$ cat src/rtl/alu_pkg.sv
// Shared opcode constants, FSM state encoding and flag bit layout for alu_exec.
package alu_pkg;

  localparam logic [2:0] OP_ADD = 3'd0;
  localparam logic [2:0] OP_SUB = 3'd1;
  localparam logic [2:0] OP_AND = 3'd2;
  localparam logic [2:0] OP_OR  = 3'd3;
  localparam logic [2:0] OP_XOR = 3'd4;
  localparam logic [2:0] OP_MOV = 3'd5;
  localparam logic [2:0] OP_CMP = 3'd6;
  localparam logic [2:0] OP_MUL = 3'd7;

  typedef enum logic [1:0] {
    ST_IDLE    = 2'd0,
    ST_MUL_RUN = 2'd1,
    ST_WB_LO   = 2'd2,
    ST_WB_HI   = 2'd3
  } state_e;

  localparam int FLAG_S  = 3;
  localparam int FLAG_Z  = 2;
  localparam int FLAG_P  = 1;
  localparam int FLAG_CY = 0;

  // Packs individual flag bits into the {S, Z, P, CY} flag vector.
  function automatic logic [3:0] pack_flags(input logic s, input logic z,
                                            input logic p, input logic cy);
    logic [3:0] f;
    f = '0;
    f[FLAG_S]  = s;
    f[FLAG_Z]  = z;
    f[FLAG_P]  = p;
    f[FLAG_CY] = cy;
    return f;
  endfunction

endpackage

$ cat src/rtl/alu_exec_shift_add_mul.sv
// Iterative shift-add multiplier: one partial-product add per cycle while run is high.
// done flags the final step; product_next is the full product available on that step,
// so the FSM can register the low byte and flags on the same edge the last add lands.
module shift_add_mul
  import alu_pkg::*;
#(
  parameter int DATA_W = 8
) (
  input  logic                  clk,
  input  logic                  rst_n,
  input  logic                  start,
  input  logic                  run,
  input  logic [DATA_W-1:0]     opa,
  input  logic [DATA_W-1:0]     opb,
  output logic                  done,
  output logic [2*DATA_W-1:0]   product_next,
  output logic [DATA_W-1:0]     product_hi
);

  localparam int CNT_W = $clog2(DATA_W + 1);

  logic [2*DATA_W-1:0] mcand_q, mcand_d;
  logic [DATA_W-1:0]   mplier_q, mplier_d;
  logic [CNT_W-1:0]    cnt_q, cnt_d;
  logic [2*DATA_W-1:0] prod_q, prod_d;
  logic [2*DATA_W-1:0] step_sum;

  // Next-state for operand latches, step counter and accumulated product.
  always_comb begin
    step_sum = prod_q + (mplier_q[0] ? mcand_q : '0);
    mcand_d  = mcand_q;
    mplier_d = mplier_q;
    cnt_d    = cnt_q;
    prod_d   = prod_q;
    done     = run && (cnt_q == CNT_W'(DATA_W - 1));
    if (start) begin
      mcand_d  = {{DATA_W{1'b0}}, opa};
      mplier_d = opb;
      cnt_d    = '0;
      prod_d   = '0;
    end else if (run) begin
      mcand_d  = mcand_q << 1;
      mplier_d = mplier_q >> 1;
      cnt_d    = cnt_q + CNT_W'(1);
      prod_d   = step_sum;
    end
  end

  assign product_next = step_sum;
  assign product_hi   = prod_q[2*DATA_W-1:DATA_W];

  // Multiplier state registers with synchronous reset.
  always_ff @(posedge clk) begin
    if (!rst_n) begin
      mcand_q  <= '0;
      mplier_q <= '0;
      cnt_q    <= '0;
      prod_q   <= '0;
    end else begin
      mcand_q  <= mcand_d;
      mplier_q <= mplier_d;
      cnt_q    <= cnt_d;
      prod_q   <= prod_d;
    end
  end

endmodule

$ cat src/rtl/alu_exec.sv
// Single-issue ALU with registered write-back and a multi-cycle MUL.
//   state      | meaning
//   ST_IDLE    | accepting requests; ops 0-6 complete here in one cycle
//   ST_MUL_RUN | multiplier stepping, one shift-add per cycle
//   ST_WB_LO   | writing product low byte to dest
//   ST_WB_HI   | writing product high byte to dest+1
module alu_exec
  import alu_pkg::*;
#(
  parameter int DATA_W  = 8,
  parameter int RADDR_W = 2
) (
  input  logic               clk,
  input  logic               rst_n,
  input  logic               in_valid,
  output logic               in_ready,
  input  logic [2:0]         op,
  input  logic [RADDR_W-1:0] dest,
  input  logic [DATA_W-1:0]  opa,
  input  logic [DATA_W-1:0]  opb,
  output logic               regwrite,
  output logic [RADDR_W-1:0] writereg,
  output logic [DATA_W-1:0]  data,
  output logic [3:0]         flags,
  output logic               busy
);

  state_e               state_q, state_d;
  logic                 regwrite_q, regwrite_d;
  logic [RADDR_W-1:0]   writereg_q, writereg_d;
  logic [DATA_W-1:0]    data_q, data_d;
  logic [3:0]           flags_q, flags_d;
  logic [RADDR_W-1:0]   dest_q, dest_d;

  logic [DATA_W-1:0]    alu_res;
  logic                 alu_cy;
  logic                 mul_start;
  logic                 mul_done;
  logic [2*DATA_W-1:0]  mul_next;
  logic [DATA_W-1:0]    mul_hi;

  assign in_ready = (state_q == ST_IDLE);
  assign busy     = (state_q != ST_IDLE);

  shift_add_mul #(.DATA_W(DATA_W)) u_mul (
    .clk          (clk),
    .rst_n        (rst_n),
    .start        (mul_start),
    .run          (state_q == ST_MUL_RUN),
    .opa          (opa),
    .opb          (opb),
    .done         (mul_done),
    .product_next (mul_next),
    .product_hi   (mul_hi)
  );

  // Single-cycle ALU result and carry/borrow.
  always_comb begin
    alu_res = '0;
    alu_cy  = 1'b0;
    case (op)
      OP_ADD:         {alu_cy, alu_res} = {1'b0, opa} + {1'b0, opb};
      OP_SUB, OP_CMP: begin
        alu_res = opa - opb;
        alu_cy  = (opa < opb);
      end
      OP_AND:  alu_res = opa & opb;
      OP_OR:   alu_res = opa | opb;
      OP_XOR:  alu_res = opa ^ opb;
      OP_MOV:  alu_res = opb;
      default: alu_res = '0;
    endcase
  end

  // FSM next state and next values of the registered write-back outputs.
  always_comb begin
    state_d    = state_q;
    regwrite_d = 1'b0;
    writereg_d = writereg_q;
    data_d     = data_q;
    flags_d    = flags_q;
    dest_d     = dest_q;
    mul_start  = 1'b0;
    case (state_q)
      ST_IDLE: begin
        if (in_valid) begin
          if (op == OP_MUL) begin
            mul_start = 1'b1;
            dest_d    = dest;
            state_d   = ST_MUL_RUN;
          end else begin
            if (op != OP_CMP) begin
              regwrite_d = 1'b1;
              writereg_d = dest;
              data_d     = alu_res;
            end
            if (op != OP_MOV) begin
              flags_d = pack_flags(alu_res[DATA_W-1], alu_res == '0, ~^alu_res, alu_cy);
            end
          end
        end
      end
      ST_MUL_RUN: begin
        if (mul_done) begin
          state_d    = ST_WB_LO;
          regwrite_d = 1'b1;
          writereg_d = dest_q;
          data_d     = mul_next[DATA_W-1:0];
          flags_d    = pack_flags(mul_next[2*DATA_W-1], mul_next == '0,
                                  ~^mul_next[DATA_W-1:0],
                                  mul_next[2*DATA_W-1:DATA_W] != '0);
        end
      end
      ST_WB_LO: begin
        state_d    = ST_WB_HI;
        regwrite_d = 1'b1;
        writereg_d = dest_q + RADDR_W'(1);
        data_d     = mul_hi;
      end
      ST_WB_HI: state_d = ST_IDLE;
      default:  state_d = ST_IDLE;
    endcase
  end

  // State and output registers; reset wins over any request on the same edge.
  always_ff @(posedge clk) begin
    if (!rst_n) begin
      state_q    <= ST_IDLE;
      regwrite_q <= 1'b0;
      writereg_q <= '0;
      data_q     <= '0;
      flags_q    <= '0;
      dest_q     <= '0;
    end else begin
      state_q    <= state_d;
      regwrite_q <= regwrite_d;
      writereg_q <= writereg_d;
      data_q     <= data_d;
      flags_q    <= flags_d;
      dest_q     <= dest_d;
    end
  end

  assign regwrite = regwrite_q;
  assign writereg = writereg_q;
  assign data     = data_q;
  assign flags    = flags_q;

endmodule

$ cat config.mk
export PLATFORM = sky130hd
export DESIGN_NAME = alu_exec
export DESIGN_NICKNAME = d
export VERILOG_FILES = /design/src/rtl/alu_pkg.sv /design/src/rtl/alu_exec_shift_add_mul.sv /design/src/rtl/alu_exec.sv
export SDC_FILE = /design/constraint.sdc
export NUM_CORES = 1
export LEC_CHECK = 0
export CAP_MARGIN = 20
export CORE_MARGIN = 10
export CORE_UTILIZATION = 30
export CTS_CLUSTER_DIAMETER = 30
export CTS_CLUSTER_SIZE = 14
export DETAILED_ROUTE_END_ITERATION = 12
export PLACE_DENSITY = 0.5
export SYNTH_ARGS = -nofsm -noshare
export SYNTH_HDL_FRONTEND = slang
export SYNTH_SLANG_ARGS = --single-unit
$ cat constraint.sdc
create_clock -name clk -period 4.1 [get_ports clk]
set_input_delay 1.23 -clock clk [delete_from_list [all_inputs] [get_ports clk]]
set_output_delay 1.23 -clock clk [all_outputs]
set_load 0.02 [all_outputs]
==> metrics.txt <==
Routed Antenna Nets=0; drt first pass iters=5; Worst-path clk slew=50 ps; Root Driver=clkbuf_16; Nets=770; Worst-Margin Slew=797 ps; first-pass GRT wire length=24900 um; Final min period=3970 ps; Peak Freq=0.252 GHz; worst min path class=flip-flop to flip-flop; HPWL after DPL=12100 um; H-tree lvl count=3; Worst Path Arrival=4230 ps; largest stage delay on the critical path=480 ps; Syn Inst Count=607; wire length on met1=7270 um; Relative slew margins=46.8%; final non-filler cell total=916; initial antenna violation count=0; CP Launch Type=input pin; via count of the first global-routing pass=4652; Hold Path Stages=2; max cap viols=0; syn nets=686; Reg-to-Reg End=flags[1]; Worst-Skew Late Latency=340 ps; Post-synth EDFFs=0; total CTS buffers=9; multi-input logic area=3590 um2; R2R setup slack=620 ps; core area=16500 um2; Cell Rows=47; CTS tree=yes; Die W=149 um; Total Die Area=22200 um2; wire per inst=17.0 um; Worst Setup SP=opb[4]; r2r startpoint=u_mul.mplier_q[0]; cell area after synthesis=4990 um2; power density over cell area=397 nW/um2; total track usage=14.0%; gp weighted congestion=0.874; P_leak=2.62 nW; met2 routed WL=7320 um; P&R area growth vs syn=29.2%; Reg area=1260 um2; critical path, cell by cell=clkdlybuf4s50_1 > inv_1 > ha_1 > nor3b_1 > a2111oi_2 > o221ai_1 > a221oi_4 > ha_4 > xor2_2 > xnor2_1 > nor2_1 > a21oi_1 > a211oi_1; WL final=15600 um; Final Hold Viols=0; Primary FF master, synth=dfxtp_1; DP Cell Count=899; CP Capture Point=flags[1]; I/O Buffers=40; Top Ports=41; Yosys cell types=69; Slowest cell on crit path=clkdlybuf4s50_1; diode count=0; Die Y=149 um; initial core utilization=30.3%; Seq cells post-synth=63; synthesis warning total=0; # setup viols final=0; via count=4727; clk_skew=5.02 ps; share of layout cells above drive strength 1=17.5%; Seq/Total Area, Yosys=25.3%; largest net degree at the start of global routing=55; Synth async-reset ratio=0%; DRT iter0 DRCs=330; met3 wire length=674 um; Post-Syn Area per Cell=8.22 um2; Fillers=1695; r2r worst-path depth=13; Peak VDD IR=0.195 mV; top sig layer=met4; DRC viols=0; grt ovf=0; TNS Setup=0 ps; CTS Buffer Depth=2; worst-path maximum fanout=6; Final Max Tran Viols=0; Vias/cell=5.16; CP endpoint kind=flip-flop; status=complete, no violations; critical path type=input pin to flip-flop; clk sinks=63; Crit path required time=4360 ps; final period utilization=96.9%
-- cell usage after synthesis (all sizes together), types with 4 or more instances --
| library cell | instances | area (um2) |
|---|---|---|
| o21bai | 8 | 60.1 |
| clkbuf | 17 | 65.1 |
| a21oi | 53 | 265 |
| o21a | 5 | 37.5 |
| o22ai | 4 | 25.0 |
| inv | 31 | 116 |
| xnor2 | 12 | 105 |
| dfxtp | 63 | 1260 |
| a211oi | 24 | 193 |
| or2 | 6 | 37.5 |
| and3 | 5 | 41.3 |
| o21ai | 11 | 55.1 |
| nand2b | 5 | 31.3 |
| nor2 | 64 | 240 |
| o211ai | 6 | 45.0 |
| mux2i | 40 | 400 |
| buf | 15 | 83.8 |
| nand3 | 10 | 50.1 |
| a221oi | 6 | 65.1 |
| nor3b | 5 | 37.5 |
| xor2 | 10 | 87.6 |
| ha | 52 | 651 |
| nand4 | 5 | 31.3 |
| nand2 | 44 | 165 |
| nor3 | 14 | 70.1 |
| a22oi | 6 | 45.0 |
| a21o | 8 | 63.8 |
| and2 | 21 | 133 |
| nor2b | 9 | 56.3 |
-- stage by stage --
stage | area, um2 | total power [mW] | setup slack, ps | hold WS [ps] | util, %
2_1_floorplan | 4990 | 1.42 | 371 | 446 | -
6_report | 6450 | 2.56 | 126 | 452 | 39.2
3_3_place_gp | 6020 | 1.79 | -350 | 448 | 36.6
3_5_place_dp | 6020 | 1.81 | -458 | 451 | 36.6
5_1_grt | 6450 | 2.71 | -15.4 | 491 | 39.2
4_1_cts | 6330 | 2.54 | 5.02 | 456 | 38.4
-- how the worst min path moves through the flow --
stage / slack (ps) / endpoint / from
after floorplan: 450 / dest_q[1] / dest_q[1]
after global placement: 450 / writereg[1] / writereg[1]
after detailed placement: 450 / data[4] / data[4]
after CTS: 460 / writereg[0] / writereg[0]
after global routing: 490 / data[1] / data[1]
final: 450 / writereg[0] / writereg[0]
-- power by group --
part,switching [mW],internal (mW)
logic,0.610,0.475
registers,0.0596,0.689
clock network,0.287,0.440
-- layer usage --
| layer | up-vias | track usage (%) |
|---|---|---|
| li1 | 2358 | - |
| met1 | 2239 | 17.9 |
| met2 | 108 | 23.0 |
| met3 | 22 | 3.06 |
| met4 | 0 | 4.37 |
| met5 | - | 0 |
-- state kept, by name, summed over array words and instances (netlist names) --
register	count
dest_q	2
regwrite	1
state_q	2
writereg	2
data	8
u_mul.mcand_q	16
u_mul.mplier_q	8
u_mul.cnt_q	4
flags	4
u_mul.prod_q	16
-- cell families after synthesis --
family	after synthesis	share of synthesized area, %
flip-flops	63	25.3
AND/OR/NAND/NOR	198	19.7
buffers and inverters	64	5.39
adder cells (fa/ha/maj)	55	14.2
multiplexers	41	8.25
XOR/XNOR	22	3.86
AO/OA/AOI/OAI	164	23.3
-- what timing repair did --
action | CTS | global route
setup endpoints to repair | 1 | 1
gates resized for setup | 7 | 20
hold buffers | 0 | 0
pin swaps | 1 | 7
setup buffers | 0 | 1
-- final cells by class --
cell class	instances	area share [%]
timing repair buffer	105	14.3
sequential	63	19.6
inverter	32	1.86
tap	220	4.27
multi-input combinational	480	55.7
clock buffer	13	4.04
clock inverter	3	0.272
-- critical path, delay by kind of cell --
kind                       cells  cell delay (ps)
AOI/OAI and AO/OA              5             1350
and+or+nand+nor                2              200
adders and majority gates      2              640
buffers and inverters          2              540
xor gates and xnor gates       2              260
-- cell usage in the layout, fill, tap and decap left out, types with 6 or more instances in the layout --
master           synthesis  routed
nor2_1                  64      64
dfxtp_1                 63      63
buf_4                    0      63
a21oi_1                 53      47
ha_1                    52      47
nand2_1                 44      44
mux2i_1                 40      40
clkdlybuf4s50_1          0      37
inv_1                   31      31
a211oi_1                23      23
and2_1                  20      20
nor3_1                  14      12
xnor2_1                 12      11
nand3_1                 10      10
nor2b_1                  9       9
o21ai_0                 11       9
xor2_1                  10       9
clkbuf_16                0       9
o21bai_1                 8       8
a22oi_1                  6       6
o211ai_1                 6       6
Note: power is estimated with default switching activity, not from simulation.
==> variant 1, RTL diff (same flow settings) <==
`DATA_W` is set to 8 in 2 places; all go to 16.
--- a/src/rtl/alu_exec_shift_add_mul.sv
+++ b/src/rtl/alu_exec_shift_add_mul.sv
@@ -4,7 +4,7 @@
 module shift_add_mul
   import alu_pkg::*;
 #(
-  parameter int DATA_W = 8
+  parameter int DATA_W = 16
 ) (
   input  logic                  clk,
   input  logic                  rst_n,
--- a/src/rtl/alu_exec.sv
+++ b/src/rtl/alu_exec.sv
@@ -7,7 +7,7 @@
 module alu_exec
   import alu_pkg::*;
 #(
-  parameter int DATA_W  = 8,
+  parameter int DATA_W  = 16,
   parameter int RADDR_W = 2
 ) (
   input  logic               clk,
Ports: changed (resized data, opa and opb); port bits go from 41 to 65. The function was not compared with the original's and may differ.
==> variant 1 against the unedited design <==
- the run now ends with setup timing left
- die area rose by 84%
- total power grew 69%
- design area increased by 110%
- wire length up 130%
- critical path type unchanged
- synthesized area increased by 100%
- worst setup slack worse by 0.50 ns
- first-iteration DRC count is 110% higher
- sequential cell count rose by 49
- clock power is 21% higher
==> variant 1: results (changes against the unedited design) <==
comb_multi_in - 1,022 (+110%)
Max FO, Critical Path - 2 (-4)
sequential share of the synthesized area - 0.225 (-0.0279)
Worst EP arrival - 4.72 ns (+0.49 ns)
largest net degree at the start of global routing - 73 (+33%)
compound-gate portion of the synthesized area - 0.268 (+0.0354)
worst setup path start - opa[0]
failing checks - setup timing
Inverters - 70 (+120%)
slowest stage delay, CP - 0.50 ns (+0.02 ns)
Worst Tran Pin Value - 0.910 ns (+0.113 ns)
leakage power - 5.59 nW (+110%)
number of fillers in the final layout - 3,445 (+100%)
clock latency on the worst-skew pair - 0.37 ns (+0.03 ns)
Final HPWL DP - 27,500 um (+130%)
final cell count without fillers - 1,945 (+110%)
GR Util met2 - 0.257 (+0.0275)
Synth cell types - 81 (+17%)
layout cells sized above 1 - 0.221 (+0.0456)
met1 WL - 17,800 um (+150%)
Regs by FF count - u_mul.mcand_q (32), u_mul.prod_q (32)
Post-Synth Adder-Cell Area - 0.136 (-0.00593)
largest cells by area after synthesis - dfxtp_1 (22%), ha_1 (13%), mux2i_1 (6.8%), nor2_1 (5.5%), a21oi_1 (5.2%)
setup ws final - -0.373 ns (-0.499 ns)
status - finished, violations left
CTS Sinks - 112 (+78%)
final setup violation count - 2 (+2)
switch share - 0.399 (+0.0251)
variant 1: changes by cell type after synthesis, sizes merged, moves of 12 or more:
cell,before,now
and2,21,40
dfxtp,63,112
ha,52,104
clkbuf,17,69
a211oi,24,53
nor2,64,147
nand2,44,104
mux2i,40,68
nand3,10,28
xnor2,12,27
a21oi,53,105
o21ai,11,51
inv,31,67
or3,3,15
variant 1: stage by stage:
| stage | utilization | instance area [sq um] |
|---|---|---|
| after floorplan | - | 9990 |
| after global placement | 0.382 | 12500 |
| after detailed placement | 0.382 | 12500 |
| after CTS | 0.398 | 13000 |
| after global routing | 0.405 | 13200 |
| final | 0.405 | 13200 |
variant 1: worst min path at each step:
stage	cells after the start	to	startpoint	slack (ns)
5_1_grt	2	data[11]	data[11]	0.48
6_report	2	data[11]	data[11]	0.45
4_1_cts	2	data[11]	data[11]	0.46
3_3_place_gp	2	data[10]	data[10]	0.45
2_1_floorplan	2	u_mul.prod_q[6]	u_mul.prod_q[6]	0.44
3_5_place_dp	2	data[11]	data[11]	0.45
==> variant 2, RTL diff (same flow settings) <==
Without the edit above. Make the reset (`rst_n`) asynchronous in 2 clocked blocks. Comments in the files are not updated.
--- a/src/rtl/alu_exec_shift_add_mul.sv
+++ b/src/rtl/alu_exec_shift_add_mul.sv
@@ -50,7 +50,7 @@
   assign product_hi   = prod_q[2*DATA_W-1:DATA_W];
 
   // Multiplier state registers with synchronous reset.
-  always_ff @(posedge clk) begin
+  always_ff @(posedge clk or negedge rst_n) begin
     if (!rst_n) begin
       mcand_q  <= '0;
       mplier_q <= '0;
--- a/src/rtl/alu_exec.sv
+++ b/src/rtl/alu_exec.sv
@@ -123,7 +123,7 @@
   end
 
   // State and output registers; reset wins over any request on the same edge.
-  always_ff @(posedge clk) begin
+  always_ff @(posedge clk or negedge rst_n) begin
     if (!rst_n) begin
       state_q    <= ST_IDLE;
       regwrite_q <= 1'b0;
Behaviour: differs if rst_n is asserted again (counterexample within 4 cycles, from zero or initial values and one cycle with rst_n low); with rst_n held inactive, the same outputs for 4 cycles.
==> variant 2 against the unedited design <==
- non-clock buffer count up 5
- largest cell class unchanged
- critical path type unchanged
- count of clock-buffer cells in the layout fell by 1
- worst setup slack better by 0.0019 ns
- sequential cell count is the same
- critical endpoint is now flags[1]
- design area rose by 5.0%
- synthesized area up 4.3%
- wire length fell by 3.3%
- critical path depth increased by 1
- core utilization grew 0.27 points
Power is not compared: it rests on default switching activity, and its combinational part moved more than twofold at a synthesized area within 25%.
==> variant 2: results (changes against the unedited design) <==
Overflow after GRT - 0 (unchanged)
synthesis warning total - 0 (unchanged)
nets@finish - 773 (+0.39%)
WHS Endpoint - data[7]
Root Driver - clkbuf_16
initial antenna violation count - 0 (unchanged)
Final HPWL DP - 11,400 um (-6.2%)
Synth cell types - 71 (+2.9%)
Worst Tran Pin Value - 0.834 ns (+0.0371 ns)
Max FO, Critical Path - 5 (-1)
maximum root-to-sink buffer count - 2 (unchanged)
Placed Area - 6270 sq um (+4.0%)
sequential share of the synthesized area - 0.303 (+0.0501)
Total GRT Usage - 0.133 (-0.00714)
top cells by count, synth - dfrtp_1 (63), nor2_1 (57), nand2_1 (56)
DRT iter0 DRCs - 222 (-33%)
largest cells by area after synthesis - dfrtp_1 (30%), ha_1 (13%), mux2i_1 (6.9%), a21oi_1 (4.3%), nor2_1 (4.1%)
worst hold stages - 1 (-1)
Hold WS - 0.481 ns (+0.0289 ns)
largest net degree at the start of global routing - 64 (+16%)
Via-to-Cell Ratio - 5.01 (-3.0%)
Final Skew - 0.00715 ns (+0.00214 ns)
reg-to-reg slack, setup - 0.69 ns (+0.07 ns)
Post-synth ARST share - 1.00 (+1.00)
RR Startpoint - u_mul.mplier_q[0]
first-pass GRT wire length - 24,200 um (-2.7%)
Primary FF master, synth - dfrtp_1
pre-CTS setup slack - -0.687 ns (-0.229 ns)
reg-to-reg endpoint - flags[1]
cells on worst reg2reg path - 12 (-1)
Int Pwr - 0.00259 W
layout cells sized above 1 - 0.201 (+0.0253)
clk slew on worst S/H paths - 0.06 ns
vias in the first global route - 4,568 (-1.8%)
synthesized net count - 685 (-0.15%)
gp weighted congestion - 0.898 (+2.7%)
Tightest Hold Check Type - register to register
hold wc startpoint - data[7]
Ant. Diodes - 0 (unchanged)
wire per inst - 16.3 um (-4.0%)
Worst EP arrival - 4.19 ns (-0.04 ns)
status - finished, final reports clean
## variant 2: power groups by stage
| stage | sequential, W | combinational [W] | clock (W) |
|---|---|---|---|
| final | 0.00117 | 0.00256 | 0.000792 |
| after CTS | 0.00117 | 0.00255 | 0.000809 |
| after detailed placement | 0.00118 | 0.00251 | 0 |
| after floorplan | 0.00116 | 0.00173 | 0 |
| after global routing | 0.00121 | 0.00286 | 0.000837 |
| after global placement | 0.00117 | 0.00248 | 0 |
## variant 2: worst max-delay path by stage
stage | startpoint | to | slack, ns | depth (start not counted)
3_3_place_gp | opb[0] | flags[1] | -0.58 | 17
2_1_floorplan | opa[0] | flags[1] | 0.05 | 16
5_1_grt | opb[4] | flags[1] | -0.003 | 14
3_5_place_dp | opa[0] | flags[1] | -0.69 | 18
4_1_cts | opb[1] | flags[1] | 0.02 | 14
6_report | opa[4] | flags[1] | 0.13 | 14
## variant 2: layout make-up
class | instances | area (sq um)
Fill cell | 1776 | 10400
Clock inverter | 4 | 53.8
Sequential cell | 63 | 1580
Inverter | 44 | 165
Clock buffer | 12 | 256
Tap cell | 225 | 282
Timing Repair Buffer | 110 | 943
Multi-Input combinational cell | 465 | 3500
## variant 2: metal layers
| layer | wire length, um | up-vias | global-route usage |
|---|---|---|---|
| li1 | - | 2317 | - |
| met2 | 7090 | 73 | 0.211 |
| met4 | 202 | 0 | 0.0429 |
| met5 | 0 | - | 0 |
| met3 | 613 | 16 | 0.0273 |
| met1 | 7150 | 2214 | 0.177 |
## variant 2: worst max-delay path, stage by stage
cell	delay (ns)
clkdlybuf4s50_1	0.47
inv_1	0.05
ha_2	0.31
buf_4	0.17
a41o_1	0.24
or2_1	0.23
a221o_1	0.35
a221oi_4	0.34
ha_4	0.26
xor2_2	0.14
xnor2_1	0.12
nor2_1	0.05
a21oi_1	0.14
a21oi_1	0.07
## variant 2: stage by stage
step           utilization  instances
2_1_floorplan            -        605
3_3_place_gp         0.365        902
3_5_place_dp         0.365        902
4_1_cts              0.387        920
5_1_grt              0.394        923
6_report             0.394        923
## variant 2: logic make-up (layout without fill, tap and decap cells)
family / Yosys count / count (layout) / synth area share
muxes: 40 / 40 / 0.0779
xor gates and xnor gates: 25 / 25 / 0.0421
AOI/OAI and AO/OA: 160 / 160 / 0.214
and+or+nand+nor: 184 / 184 / 0.167
DFF: 63 / 63 / 0.303
buffers and inverters: 77 / 170 / 0.0579
adders and majority gates: 56 / 56 / 0.139
## variant 2: what timing repair did
action | CTS | global route
buffers inserted | 2 | 3
gates resized for setup | 14 | 27
endpoints found under the setup margin | 2 | 2
pin swaps | 3 | 11
hold buffers | 0 | 0
